==> config.mk <==
export PLATFORM = sky130hd
export DESIGN_NAME = spi_master
export DESIGN_NICKNAME = d
export VERILOG_FILES = /design/src/rtl/spi_master.sv
export SDC_FILE = /design/constraint.sdc
export NUM_CORES = 1
export LEC_CHECK = 0
export CAP_MARGIN = 15
export CELL_PAD_IN_SITES_DETAIL_PLACEMENT = 0
export CELL_PAD_IN_SITES_GLOBAL_PLACEMENT = 1
export CORE_MARGIN = 2
export CORE_UTILIZATION = 39
export DETAILED_ROUTE_END_ITERATION = 16
export HOLD_SLACK_MARGIN = 0.1
export PLACE_DENSITY = 0.75
export SLEW_MARGIN = 15
export SYNTH_ARGS = -nofsm -noshare
export SYNTH_HDL_FRONTEND = slang
export SYNTH_SLANG_ARGS = --single-unit
export TNS_END_PERCENT = 50
==> constraint.sdc <==
create_clock -name clk -period 2.1 [get_ports clk]
set_clock_uncertainty 0.05 [all_clocks]
set_input_delay 0.42 -clock clk [delete_from_list [all_inputs] [get_ports clk]]
set_output_delay 0.42 -clock clk [all_outputs]
set_load 0.03 [all_outputs]
==> src/rtl/spi_master.sv <==
// SPI master: turns an accepted parallel word into one cs_n-framed transfer
// and returns the received word on a single-cycle rx_valid pulse.
module spi_master #(
  parameter bit CPOL       = 1'b0,
  parameter bit CPHA       = 1'b0,
  parameter int DATA_WIDTH = 8,
  parameter bit MSB_FIRST  = 1'b1,
  parameter int CLK_DIV    = 2
) (
  input  logic                  clk,
  input  logic                  reset,
  input  logic                  tx_valid,
  output logic                  tx_ready,
  input  logic [DATA_WIDTH-1:0] tx_data,
  output logic                  rx_valid,
  output logic [DATA_WIDTH-1:0] rx_data,
  output logic                  busy,
  output logic                  sclk,
  output logic                  cs_n,
  output logic                  mosi,
  input  logic                  miso
);

  localparam int DIV_W  = $clog2(CLK_DIV + 1);
  localparam int EDGE_W = $clog2(2 * DATA_WIDTH + 1);
  localparam logic [DIV_W-1:0]  DIV_LAST  = DIV_W'(CLK_DIV - 1);
  localparam logic [EDGE_W-1:0] EDGE_LAST = EDGE_W'(2 * DATA_WIDTH - 1);

  typedef enum logic [2:0] {S_IDLE, S_SETUP, S_XFER, S_HOLD, S_GAP} state_t;

  state_t                  r_state, w_state_nxt;
  logic [DIV_W-1:0]        r_div_cnt, w_div_nxt;
  logic [EDGE_W-1:0]       r_edge_cnt, w_edge_nxt;
  logic [DATA_WIDTH-1:0]   r_tx_shift, w_tx_nxt;
  logic [DATA_WIDTH-1:0]   r_rx_shift, w_rx_nxt;
  logic [DATA_WIDTH-1:0]   r_rx_data, w_rx_data_nxt;
  logic                    r_sclk, w_sclk_nxt;
  logic                    r_cs_n, w_cs_n_nxt;
  logic                    r_mosi, w_mosi_nxt;
  logic                    r_rx_valid, w_rx_valid_nxt;
  logic                    w_div_done;
  logic                    w_leading;

  function automatic logic first_bit(input logic [DATA_WIDTH-1:0] v);
    return MSB_FIRST ? v[DATA_WIDTH-1] : v[0];
  endfunction

  function automatic logic [DATA_WIDTH-1:0] shift_out(input logic [DATA_WIDTH-1:0] v);
    return MSB_FIRST ? {v[DATA_WIDTH-2:0], 1'b0} : {1'b0, v[DATA_WIDTH-1:1]};
  endfunction

  // LSB-first mode shifts in at the top so the first received bit ends in bit 0.
  function automatic logic [DATA_WIDTH-1:0] shift_in(input logic [DATA_WIDTH-1:0] v,
                                                     input logic b);
    return MSB_FIRST ? {v[DATA_WIDTH-2:0], b} : {b, v[DATA_WIDTH-1:1]};
  endfunction

  assign w_div_done = (r_div_cnt == DIV_LAST);
  assign w_leading  = ~r_edge_cnt[0];

  always_ff @(posedge clk or posedge reset) begin
    if (reset) begin
      r_state    <= S_IDLE;
      r_div_cnt  <= '0;
      r_edge_cnt <= '0;
      r_tx_shift <= '0;
      r_rx_shift <= '0;
      r_rx_data  <= '0;
      r_sclk     <= CPOL;
      r_cs_n     <= 1'b1;
      r_mosi     <= 1'b0;
      r_rx_valid <= 1'b0;
    end else begin
      // NOTE: non-blocking so every register updates from pre-edge values.
      r_state    <= w_state_nxt;
      r_div_cnt  <= w_div_nxt;
      r_edge_cnt <= w_edge_nxt;
      r_tx_shift <= w_tx_nxt;
      r_rx_shift <= w_rx_nxt;
      r_rx_data  <= w_rx_data_nxt;
      r_sclk     <= w_sclk_nxt;
      r_cs_n     <= w_cs_n_nxt;
      r_mosi     <= w_mosi_nxt;
      r_rx_valid <= w_rx_valid_nxt;
    end
  end

  always_comb begin
    // NOTE: every output gets a default first, so no path infers a latch.
    w_state_nxt    = r_state;
    w_div_nxt      = r_div_cnt;
    w_edge_nxt     = r_edge_cnt;
    w_tx_nxt       = r_tx_shift;
    w_rx_nxt       = r_rx_shift;
    w_rx_data_nxt  = r_rx_data;
    w_sclk_nxt     = r_sclk;
    w_cs_n_nxt     = r_cs_n;
    w_mosi_nxt     = r_mosi;
    w_rx_valid_nxt = 1'b0;

    case (r_state)
      S_IDLE: begin
        w_div_nxt  = '0;
        w_edge_nxt = '0;
        if (tx_valid) begin
          w_state_nxt = S_SETUP;
          w_cs_n_nxt  = 1'b0;
          w_rx_nxt    = '0;
          if (CPHA) begin
            w_tx_nxt   = tx_data;
            w_mosi_nxt = 1'b0;
          end else begin
            w_tx_nxt   = shift_out(tx_data);
            w_mosi_nxt = first_bit(tx_data);
          end
        end
      end

      S_SETUP: begin
        if (w_div_done) begin
          w_div_nxt   = '0;
          w_state_nxt = S_XFER;
        end else begin
          w_div_nxt = r_div_cnt + DIV_W'(1);
        end
      end

      S_XFER: begin
        if (w_div_done) begin
          w_div_nxt  = '0;
          w_sclk_nxt = ~r_sclk;
          w_edge_nxt = r_edge_cnt + EDGE_W'(1);
          // Capture edge is leading for CPHA=0, trailing for CPHA=1; drive is the other one.
          if (w_leading != CPHA)
            w_rx_nxt = shift_in(r_rx_shift, miso);
          if ((w_leading == CPHA) && (r_edge_cnt != EDGE_LAST)) begin
            w_mosi_nxt = first_bit(r_tx_shift);
            w_tx_nxt   = shift_out(r_tx_shift);
          end
          if (r_edge_cnt == EDGE_LAST)
            w_state_nxt = S_HOLD;
        end else begin
          w_div_nxt = r_div_cnt + DIV_W'(1);
        end
      end

      S_HOLD: begin
        if (w_div_done) begin
          w_div_nxt      = '0;
          w_state_nxt    = S_GAP;
          w_cs_n_nxt     = 1'b1;
          w_mosi_nxt     = 1'b0;
          w_rx_valid_nxt = 1'b1;
          w_rx_data_nxt  = r_rx_shift;
        end else begin
          w_div_nxt = r_div_cnt + DIV_W'(1);
        end
      end

      S_GAP: begin
        if (w_div_done) begin
          w_div_nxt   = '0;
          w_state_nxt = S_IDLE;
        end else begin
          w_div_nxt = r_div_cnt + DIV_W'(1);
        end
      end

      default: w_state_nxt = S_IDLE;
    endcase
  end

  assign tx_ready = (r_state == S_IDLE);
  assign busy     = (r_state != S_IDLE);
  assign sclk     = r_sclk;
  assign cs_n     = r_cs_n;
  assign mosi     = r_mosi;
  assign rx_valid = r_rx_valid;
  assign rx_data  = r_rx_data;

endmodule

==> results of run 1 <==
## state kept, by name, indices dropped and copies added, names as in the netlist
name / cells
r_state: 3
r_edge_cnt: 5
rx_valid: 1
cs_n: 1
mosi: 1
r_rx_shift: 8
r_div_cnt: 2
rx_data: 8
r_tx_shift: 7
sclk: 1
## worst register-to-register path, cell delays in order (launching register included)
cell and delay [ps]:
dfrtp_2 430, ha_4 170, and3_1 180, ha_2 180, nand2b_4 150, a221oi_4 280, buf_12 170, mux2_4 300
## power by group through the flow
stage / Clock [mW] / Sequential, mW / Combinational [mW]
finish: 0.756 / 1.14 / 1.71
global route: 0.796 / 1.17 / 1.83
CTS: 0.768 / 1.14 / 1.71
detailed placement: 0 / 1.15 / 1.69
global placement: 0 / 1.14 / 1.66
floorplan: 0 / 1.21 / 1.12
## per-stage QoR
step	std cells	setup WS, ps	instance area, µm²
CTS	245	47.0	2400
global route	246	21.8	2410
detailed placement	237	-2.97	2270
finish	246	72.7	2410
global placement	237	27.5	2270
floorplan	154	10.6	1900
## cells in the final DEF, fill, tap and decap left out, types with 5 or more instances in the layout
| master | netlist | final |
|---|---|---|
| buf_4 | 3 | 11 |
| clkbuf_8 | 0 | 5 |
| clkdlybuf4s50_1 | 0 | 23 |
| dfrtp_1 | 36 | 35 |
| inv_1 | 15 | 15 |
| mux2_2 | 14 | 14 |
| mux2_4 | 7 | 7 |
| mux2i_1 | 10 | 10 |
| nand2_1 | 15 | 15 |
| o21ai_0 | 5 | 5 |
## cell type report
type                            instances  share of cell area (%)
Clock buffer                            5                    2.85
Clock inverter                          3                    2.85
Inverter                               15                    2.34
Multi-Input combinational cell         96                    36.0
Sequential cell                        37                    38.5
Tap cell                               54                    2.80
Timing Repair Buffer                   36                    14.6
## routing by layer
metal	up-vias	GRT usage [%]	share of wire (%)
li1	605	-	-
met1	624	19.8	48
met2	26	23.6	46
met3	9	4.66	3.7
met4	0	7.20	2.1
met5	-	0	0
## cell families after synthesis
group | share of synthesized area [%]
buffers and inverters | 5.28
AO/OA/AOI/OAI | 9.43
XOR/XNOR | 1.40
AND/OR/NAND/NOR | 13.1
flip-flops | 49.5
adder cells (fa/ha/maj) | 1.87
multiplexers | 19.4
## worst paths after layout
check | from | slack (ps) | to | cells past startpoint
max | r_edge_cnt[0]$_DFFE_PP0P_ | 70 | r_tx_shift[4]$_DFFE_PP0P_ | 7
min | cs_n$_DFFE_PP1P_ | 440 | cs_n$_DFFE_PP1P_ | 1
max reg2reg | r_edge_cnt[0]$_DFFE_PP0P_ | 70 | r_tx_shift[4]$_DFFE_PP0P_ | 7
min reg2reg | cs_n$_DFFE_PP1P_ | 440 | cs_n$_DFFE_PP1P_ | 1
max in group asynchronous | reset | 1180 | r_edge_cnt[0]$_DFFE_PP0P_ | 3
min in group asynchronous | reset | 480 | rx_data[1]$_DFFE_PP0P_ | 3
## cell usage after synthesis
library cell,instances
mux2i_1,10
a221oi_4,2
nor3b_2,1
nor2_4,1
nand2_1,15
nand2b_4,1
xnor2_1,3
buf_6,1
nand3b_4,1
nor2b_1,4
o311ai_1,1
a21oi_1,3
a31o_2,1
nand3b_1,1
buf_2,1
o2bb2ai_1,1
o21ai_0,5
o211ai_1,1
mux2_2,14
a221oi_1,1
a22oi_1,1
dfstp_2,1
inv_1,15
nor2_1,3
a31oi_1,1
clkbuf_1,1
dfrtp_1,36
o211a_1,1
or3_1,2
or2_1,1
nand2b_1,2
mux2_4,7
or3b_2,1
and3_1,1
nor4b_1,1
or2b_1,1
maj3_1,1
nand3_1,1
or4b_1,1
ha_1,2
buf_4,3
nor4bb_1,1
a22o_1,1
o32ai_1,1
## timing repair
item	in CTS	in global routing
gates resized for setup	0	0
endpoints found under the setup margin	0	4
buffers inserted	0	1
==> results by stage, run 1 <==
Pwr:
- The completed layout was analyzed and its total power is 3.60 mW.
- The highest ir drop seen on vdd is 0.546 mV.
- The leakage component of the power is 1.05 nW.
- The combinational fraction of design power is 47.4%.
- The internal power of the cells totals 2.28 mW.
- The power per standard cell area is 1490 nW/µm².
- The switching component of the power is 1.32 mW.
- Of the total power, the share spent switching nets is 36.6%.
- The portion of total power attributed to sequential cells is 31.5%.
- The portion of total power attributed to the clock network is 21.0%.

Floorplanning:
- The width of the die is 73.3 µm.
- The vertical die dimension is 73.3 µm.
- The number of cell rows is 25.
- The die footprint is 5370 µm².
- The area inside the core boundary is 4660 µm².
- The initial utilization of the core area, before any placement, comes to 40.2%.
- The number of primary I/O pins is 26.

Synthesis:
- The largest area contributor in the synthesized netlist is dfrtp_1.
- The number of nets in the synthesized netlist is 168.
- The fraction of synthesized cell area taken by the top area cell type is 48.1%.
- The total of warnings raised by yosys is 0.
- Sequential cells were found to cover 49.5% of the synthesized design area.
- The number of synthesized register bits is 37.
- The mean post-synth cell area is 12.2 µm².
- The cell area that synthesis handed to floorplanning was 1870 µm².
- The synthesized instance count is 154.
- The count of unique library cells instantiated by Yosys is 44.
- By area the synthesized netlist is led by dfrtp_1 (48%), mux2_2 (8.4%), mux2_4 (5.6%).

Timing:
- After layout, the worst path uses 96.5% of the clock period.
- In this run the tightest slew margin relative to its limit is 69.3%.
- The fmax is 0.493 GHz.
- The final count of hold timing violations is 0.
- The sum of negative setup slack is 0 ps.
- Across all hold checks on the routed design, the worst slack comes to 435 ps.
- The final period demand of the worst path is 2030 ps.
- The count of pins over their slew limit was 0.
- Setup repair after global routing left no endpoint under its margin.
- The final setup violation count is 0.
- For the pin with the worst max-slew slack, the measured transition is 461 ps.

CTS:
- Clock tree synthesis found a total of 37 sinks.
- The clock passes through at most 2 buffers.
- Clock tree synthesis selected as its root buffer the cell clkbuf_8.
- The H-tree generated during clock tree synthesis spans 2 levels.
- The hold-fix buffer count after cts is 0.
- The clock-pin transition on the worst setup and hold timing paths is 80 ps.
- Clock tree synthesis inserted a total of 5 buffers.
- TritonCTS built the clock tree.
- For the worst-skew pair, the clock arrives at the later sink with an insertion delay of 290 ps.

Setup path:
- Grouping stages by cell kind, the critical path spends the most delay in flip-flops.
- STA puts the critical path data required time at 2220 ps.
- STA classifies the critical path startpoint as a register.
- The biggest cell delay along the critical path is 430 ps.
- The setup path with the least slack is of type reg2reg.
- STA classifies the critical path endpoint as a register.
- Counting both buffers and inverters, the worst setup path holds a total of 1.
- The maximum fanout along the worst path is 7.
- Among all stages on the critical path, the largest delay is contributed by dfrtp_2.
- Data arrives at the worst endpoint at 2150 ps.
- The signal on the critical path passes through ha_4, and3_1, ha_2, nand2b_4, a221oi_4, buf_12, mux2_4.

Finish:
- The net count of the finished layout is 205.
- The filler cell count in the final layout is 391.
- The sequential cells in the finished layout cover a total of 928 µm².
- The antenna diode count is 0.
- In the final layout, the multi-input gates occupy 868 µm².
- Cells with a size suffix above 1 make up 28.6% of the layout.
- The area added between synthesis and finish is 28.8%.
- Cells fill 51.7% of the core in the end.

GRT:
- The number of antenna violations at the first check in global routing is 0.
- The number of global-route vias before repair is 1,296.
- The total congestion overflow is 0.
- The first global-routing pass estimated 6200 µm of wire.
- The total global-route track usage is 15.3%.
- Entering global routing, the biggest net connects 38 pins.

Place:
- Input and output buffers added on the ports amount to 25.
- The placed wire-length estimate is 2510 µm.
- The final RePlAce weighted congestion is 0.868.

Route:
- The DRC violation count after routing is 0.
- The via density per instance is 5.14.
- The detailed router finished its first iteration with 76 violations.
- Once detail routing completed, the nets flagged for antenna violations numbered 0.
- The first detailed-routing pass took 4 iterations.
- Dividing the detail-routed wire length by the instance count gives 14.7 µm.
- The detailed router placed 1,264 vias in this run.
- The total routed wirelength is 3610 µm.

Hold path:
- The worst hold path belongs to the class reg2reg.

Job:
- Across the run, the number of max-cap violations was 0.

Status:
- The run finished with clean final reports.
Power figures use the tool's default switching activity.
==> inputs of run 2 (changes only) <==
PLACE_DENSITY = 0.76   (was 0.75)
==> results by stage, run 2 (synthesized netlist as in run 1, its figures left out) <==
Timing:
- The sum of negative setup slack is 0 ps (unchanged).
- The worst max-slew margin expressed relative to the limit was 73.0% (was 69.3%).
- The final period demand of the worst path is 2040 ps (was 2030 ps).
- The worst hold-check slack is 410 ps (was 435 ps).
- Setup repair after global routing missed its margin: no (unchanged).
- The count of pins over their slew limit came to 0 (unchanged).
- The portion of the clock cycle consumed by the worst path in the final layout is 97.2% (was 96.5%).
- The fmax was 0.490 GHz (was 0.493 GHz).
- The transition time at the pin with the least slew margin came to 399 ps (was 461 ps).
- The final worst-path setup slack is 58.3 ps (was 72.7 ps).
- The final setup violation count is 0 (unchanged).
- The final count of hold timing violations is 0 (unchanged).

CTS:
- The CTS tree is done (unchanged).
- The clock-pin transition on the worst setup and hold timing paths is 80 ps (about the same).
- The maximum number of buffers from clock root to sink was 2 (unchanged).
- The post-cts repair resize count is 0 (unchanged).
- The clock sink count is 37 (unchanged).
- The hold-fix buffer count after cts is 0 (unchanged).
- The depth of the CTS H-tree is 2 (unchanged).
- The post-CTS setup buffer count is 0 (unchanged).
- The clock latency of the later-clocked register in the worst-skew pair is 290 ps (about the same).
- The root buffer selected by CTS is clkbuf_8 (unchanged).
- The number of clock buffers inserted by TritonCTS is 5 (unchanged).

Place:
- The final RePlAce weighted congestion is 0.729 (was 0.868).
- The number of port buffers was 25 (unchanged).
- The placed wire-length estimate is 2570 µm (was 2510 µm).
- The post-placement setup slack is -7.62 ps (was -2.97 ps).

Finish:
- Top library cells by usage in the layout, fill and taps aside: dfrtp_1 (35), clkdlybuf4s50_1 (23), nand2_1 (15), inv_1 (15), mux2_2 (14) (unchanged).
- The post-route core utilization is 50.1% (was 51.7%).
- The antenna diode count is 0 (unchanged).
- The post-layout net count is 201 (was 205).
- The leading cell type in the layout, fill and taps excluded is dfrtp_1 (unchanged).
- The area added between synthesis and finish is 24.7% (was 28.8%).
- The share of post-route cells with drive strength above 1 is 27.1% (was 28.6%).

Setup path:
- The start-to-end type of the worst setup path is reg2reg (unchanged).
- The worst endpoint required time came to 2220 ps (about the same).
- The element type at the critical path end is a register (unchanged).
- The origin of the critical flop-to-flop path is r_edge_cnt[1]$_DFFE_PP0P_ (was r_edge_cnt[0]$_DFFE_PP0P_).
- The register-to-register path setup slack is 60 ps (was 70 ps).
- The depth of the worst register-to-register path is 7 (unchanged).
- The maximum fanout along the worst path came to 7 (unchanged).
- The data arrival time of the critical path was 2160 ps (was 2150 ps).
- The terminus of the critical flop-to-flop path is r_tx_shift[2]$_DFFE_PP0P_ (was r_tx_shift[4]$_DFFE_PP0P_).
- The startpoint kind of the worst setup timing path was a register (unchanged).

GRT:
- The total congestion overflow is 0 (unchanged).
- The number of antenna violations at the first check in global routing came to 0 (unchanged).
- The number of global-route vias before repair is 1,349 (was 1,296).
- The total global-route track usage was 15.6% (was 15.3%).
- The global-route wire length before repair is 6440 µm (was 6200 µm).
- The pin count of the biggest net entering global routing is 22 (was 38).

Job:
- The count of max-cap constraint violations came to 0 (unchanged).

Route:
- The DRC violation count after routing came to 0 (unchanged).
- The via count is 1,261 (was 1,264).
- The total routed wirelength was 3590 µm (was 3610 µm).
- The count of nets left with antenna violations after detail routing is 0 (unchanged).
- The via density per instance is 5.21 (was 5.14).
- The number of DRC markers in iteration 0 is 38 (was 76).
- The routed length per instance is 14.8 µm (was 14.7 µm).
- The number of detailed-route iterations in the first pass is 4 (unchanged).

Floorplanning:
- The number of primary I/O pins was 26 (unchanged).
- The number of cell rows was 25 (unchanged).
- The die footprint was 5370 µm² (unchanged).
- The effective utilization at floorplan is 40.2% (unchanged).
- The vertical die dimension is 73.3 µm (unchanged).
- The area inside the core boundary was 4660 µm² (unchanged).
- The width of the die is 73.3 µm (unchanged).

Pwr:
- The leakage component of the power is 1.00 nW (was 1.05 nW).
- The power per standard cell area came to 1390 nW/µm² (was 1490 nW/µm²).
- The highest ir drop seen on vdd is 0.505 mV (was 0.546 mV).

Hold path:
- The path type of the worst min-delay path is in2async (was reg2reg).

Status:
- Run status: finished, final reports clean (unchanged).
## run 2: changes by cell type in the layout (fill, tap and decap cells not counted)
cell | previous run | this run
clkinvlp_4 | 0 | 3
buf_4 | 11 | 7
bufinv_16 | 2 | 0
inv_6 | 1 | 0
## run 2: metrics by stage
stage	instances	area (µm²)	total power, mW
3_5_place_dp	234	2240	2.77
2_1_floorplan	154	1900	2.33
4_1_cts	242	2330	3.28
6_report	242	2330	3.25
3_3_place_gp	234	2240	2.72
5_1_grt	242	2330	3.47
## run 2: how the worst max path moves through the flow
stage                                      to  cells past startpoint  slack [ps]                       from
floorplan           r_tx_shift[1]$_DFFE_PP0P_                      6          10  r_edge_cnt[0]$_DFFE_PP0P_
global placement             mosi$_DFFE_PP0P_                      4          50                   tx_valid
detailed placement           mosi$_DFFE_PP0P_                      4          -8                   tx_valid
CTS                 r_tx_shift[2]$_DFFE_PP0P_                      7          30  r_edge_cnt[1]$_DFFE_PP0P_
global route        r_tx_shift[2]$_DFFE_PP0P_                      7          10  r_edge_cnt[1]$_DFFE_PP0P_
finish              r_tx_shift[2]$_DFFE_PP0P_                      7          60  r_edge_cnt[1]$_DFFE_PP0P_
## run 2: power by group
part / leakage [nW] / total, mW / internal, mW / switching [mW]
combinational: 0.480 / 1.58 / 0.795 / 0.785
sequential: 0.484 / 1.16 / 0.931 / 0.232
clock: 0.0364 / 0.502 / 0.233 / 0.269
total: 1.00 / 3.25 / 1.96 / 1.29
## run 2: layout make-up
cell class / count / area (µm²)
fillers: 418 / 2330
flip-flops and latches: 37 / 928
clock inverters: 3 / 22.5
inverters: 15 / 56.3
multi-input cells: 96 / 868
clock buffers: 5 / 68.8
repair buffers: 32 / 323
well taps: 54 / 67.6
## run 2: critical path, cell delays in order (launching register included)
cell	delay (ps)
dfrtp_1	440
ha_4	190
and3_1	180
ha_2	180
nand2b_4	150
a221oi_4	270
buf_12	170
mux2_4	300
## run 2: metal layers
metal | part of all wire (%) | vias to the layer above | track usage, %
li1 | - | 600 | -
met1 | 46 | 626 | 21.2
met2 | 49 | 31 | 24.1
met3 | 4.0 | 4 | 3.57
met4 | 0.95 | 0 | 6.38
met5 | 0 | - | 0
==> inputs of run 3 (changes only) <==
ABC_AREA = 1   (was unset)
CORE_UTILIZATION = 36   (was 39)
PLACE_DENSITY = 0.75   (was 0.76)
==> results by stage, run 3 <==
Timing:
- The final period demand of the worst path is 1950 ps (was 2040 ps).
- Setup repair after global routing missed its margin: no (unchanged).
- The worst max-slew margin expressed relative to the limit came to 67.9% (was 73.0%).
- The final count of hold timing violations is 0 (unchanged).
- The final setup violation count is 0 (unchanged).
- The transition time at the pin with the least slew margin is 481 ps (was 399 ps).
- The fmax was 0.512 GHz (was 0.490 GHz).
- The sum of negative setup slack is 0 ps (unchanged).
- The count of pins over their slew limit is 0 (unchanged).
- The portion of the clock cycle consumed by the worst path in the final layout is 93.0% (was 97.2%).

Floorplanning:
- The vertical die dimension is 76.8 µm (was 73.3 µm).
- The die footprint was 5900 µm² (was 5370 µm²).
- The number of cell rows is 26 (was 25).
- The effective utilization at floorplan is 37.3% (was 40.2%).
- The area inside the core boundary is 5110 µm² (was 4660 µm²).
- The number of primary I/O pins is 26 (unchanged).
- The width of the die was 76.8 µm (was 73.3 µm).

Route:
- The routed length per instance was 11.2 µm (was 14.8 µm).
- The via count is 1,515 (was 1,261).
- The via density per instance was 4.51 (was 5.21).
- The number of detailed-route iterations in the first pass came to 4 (unchanged).
- The number of DRC markers in iteration 0 came to 60 (was 38).
- The total routed wirelength is 3760 µm (was 3590 µm).
- The count of nets left with antenna violations after detail routing is 0 (unchanged).
- The DRC violation count after routing is 0 (unchanged).

Synthesis:
- Cell types occupying the most area after synthesis: dfrtp_1 (47%), nand2_1 (18%), nand3_1 (6.0%) (was dfrtp_1 (48%), mux2_2 (8.4%), mux2_4 (5.6%)).
- The total of warnings raised by yosys is 0 (unchanged).
- Most frequent cells after synthesis: nand2_1 (93), dfrtp_1 (36), nand3_1 (23) (was dfrtp_1 (36), inv_1 (15), nand2_1 (15)).
- The dominant synthesized flop cell is dfrtp_1 (unchanged).
- The mean post-synth cell area was 8.15 µm² (was 12.2 µm²).
- The library cell with the highest instance count after synthesis is nand2_1 (was dfrtp_1).
- The post-synthesis net count is 248 (was 168).
- The synthesized instance count was 234 (was 154).
- The largest area contributor in the synthesized netlist is dfrtp_1 (unchanged).
- The post-synthesis cell area came to 1910 µm² (was 1870 µm²).
- The number of enable-type register cells in the synthesized netlist came to 0 (unchanged).
- The fraction of synthesized cell area taken by the top area cell type is 47.2% (was 48.1%).
- The count of unique library cells instantiated by Yosys came to 27 (was 44).
- The number of synthesized register bits is 37 (unchanged).
- The sequential fraction of the synthesis area is 48.6% (was 49.5%).
- The async set or reset register ratio after synthesis was 100% (unchanged).

GRT:
- The total congestion overflow is 0 (unchanged).
- The number of antenna violations at the first check in global routing is 0 (unchanged).
- The global-route wire length before repair came to 7070 µm (was 6440 µm).
- The number of global-route vias before repair is 1,523 (was 1,349).
- The pin count of the biggest net entering global routing is 38 (was 22).
- The total global-route track usage is 15.0% (was 15.6%).

Finish:
- Top library cells by usage in the layout, fill and taps aside: nand2_1 (93), dfrtp_1 (36), nand3_1 (23), clkdlybuf4s50_1 (23), inv_1 (18) (was dfrtp_1 (35), clkdlybuf4s50_1 (23), nand2_1 (15), inv_1 (15), mux2_2 (14)).
- The leading cell type in the layout, fill and taps excluded is nand2_1 (was dfrtp_1).
- The post-layout net count was 279 (was 201).
- The area added between synthesis and finish came to 21.1% (was 24.7%).
- The share of post-route cells with drive strength above 1 came to 15.4% (was 27.1%).
- The count of non-filler cells in the finished layout came to 336 (was 242).
- The antenna diode count came to 0 (unchanged).
- The post-route core utilization is 45.2% (was 50.1%).

Place:
- The number of cells after detailed placement was 328 (was 234).
- The final RePlAce weighted congestion came to 0.732 (was 0.729).
- The placed wire-length estimate is 2620 µm (was 2570 µm).
- The number of port buffers is 25 (unchanged).

Job:
- The count of max-cap constraint violations came to 0 (unchanged).

CTS:
- The root buffer selected by CTS is clkbuf_8 (unchanged).
- The maximum number of buffers from clock root to sink is 2 (unchanged).
- The clock-pin transition on the worst setup and hold timing paths came to 70 ps (was 80 ps).
- The clock latency of the later-clocked register in the worst-skew pair was 290 ps (about the same).
- The clock sink count was 37 (unchanged).
- The number of clock buffers inserted by TritonCTS was 5 (unchanged).
- The CTS tree is done (unchanged).
- The post-CTS setup buffer count is 0 (unchanged).
- The depth of the CTS H-tree was 2 (unchanged).

Setup path:
- The data arrival time of the critical path is 1480 ps (was 2160 ps).
- The biggest cell delay along the critical path was 660 ps (was 440 ps).
- The maximum fanout along the worst path is 2 (was 7).
- The worst endpoint required time is 1630 ps (was 2220 ps).
- Critical path, cell by cell: clkdlybuf4s50_1 (was ha_4, and3_1, ha_2, nand2b_4, a221oi_4, buf_12, mux2_4).
- The startpoint kind of the worst setup timing path was a register (unchanged).
- The element type at the critical path end is an output pin (was register).
- The number of buffers and inverters on the critical path was 1 (unchanged).
- The start-to-end type of the worst setup path is reg2out (was reg2reg).
- The cell family contributing the most delay on the critical path is buffers and inverters (was flip-flops).
- The standard cell with the maximum stage delay on the critical path is clkdlybuf4s50_1 (was dfrtp_1).

Pwr:
- The power per standard cell area is 1390 nW/µm² (about the same).
- The highest ir drop seen on vdd is 0.523 mV (was 0.505 mV).
- The leakage component of the power came to 1.16 nW (was 1.00 nW).

Hold path:
- The path type of the worst min-delay path is reg2reg (was in2async).

Status:
- Run status: finished, final reports clean (unchanged).
[run 3: routing by layer]
metal / global-route usage, % / up-vias / wire (µm)
li1: - / 792 / -
met1: 19.1 / 703 / 1800
met2: 24.8 / 15 / 1800
met3: 2.82 / 5 / 94
met4: 6.55 / 0 / 62
met5: 0 / - / 0
[run 3: logic make-up after synthesis]
logic type	Yosys count	share of synthesized area, %
AOI/OAI and AO/OA	17	6.50
xor gates and xnor gates	1	0.459
adders and majority gates	2	1.31
buffers and inverters	30	7.61
DFF	37	48.6
and+or+nand+nor	147	35.5
[run 3: worst paths after layout]
path,start,endpoint,depth (start not counted),slack [ps]
min in group asynchronous,reset,rx_valid$_DFF_PP0_,3,490
min,cs_n$_DFFE_PP1P_,cs_n$_DFFE_PP1P_,2,420
max in group asynchronous,reset,cs_n$_DFFE_PP1P_,3,1150
max reg2reg,r_edge_cnt[0]$_DFFE_PP0P_,r_tx_shift[1]$_DFFE_PP0P_,10,270
min reg2reg,cs_n$_DFFE_PP1P_,cs_n$_DFFE_PP1P_,2,420
max,cs_n$_DFFE_PP1P_,cs_n,1,150
[run 3: final cells by class]
| cell class | count | area, µm² |
|---|---|---|
| inverter | 26 | 100 |
| multi-input combinational | 167 | 835 |
| tap | 70 | 87.6 |
| sequential | 37 | 927 |
| clock buffer | 8 | 90.1 |
| timing repair buffer | 28 | 270 |
| fill | 554 | 2800 |
[run 3: repair_timing]
item / CTS / global route
endpoints found under the setup margin: 2 / 0
gates resized for setup: 2 / 0
hold buffers: 0 / 0
endpoints found under the hold margin: 0 / 0
[run 3: through the flow]
stage / area [µm²] / setup slack, ps / total power [mW] / hold slack [ps]
floorplan: 1910 / 444 / 2.35 / 392
global placement: 2220 / 198 / 2.76 / 404
detailed placement: 2220 / 179 / 2.77 / 408
CTS: 2310 / 123 / 3.28 / 426
global route: 2310 / 78.7 / 3.53 / 458
finish: 2310 / 148 / 3.21 / 420
[run 3: where the power goes]
| part | internal (mW) | total, mW | switching, mW |
|---|---|---|---|
| clock network | 0.268 | 0.515 | 0.247 |
| logic | 0.538 | 1.70 | 1.16 |
| registers | 0.897 | 1.00 | 0.107 |
| total | 1.70 | 3.21 | 1.51 |
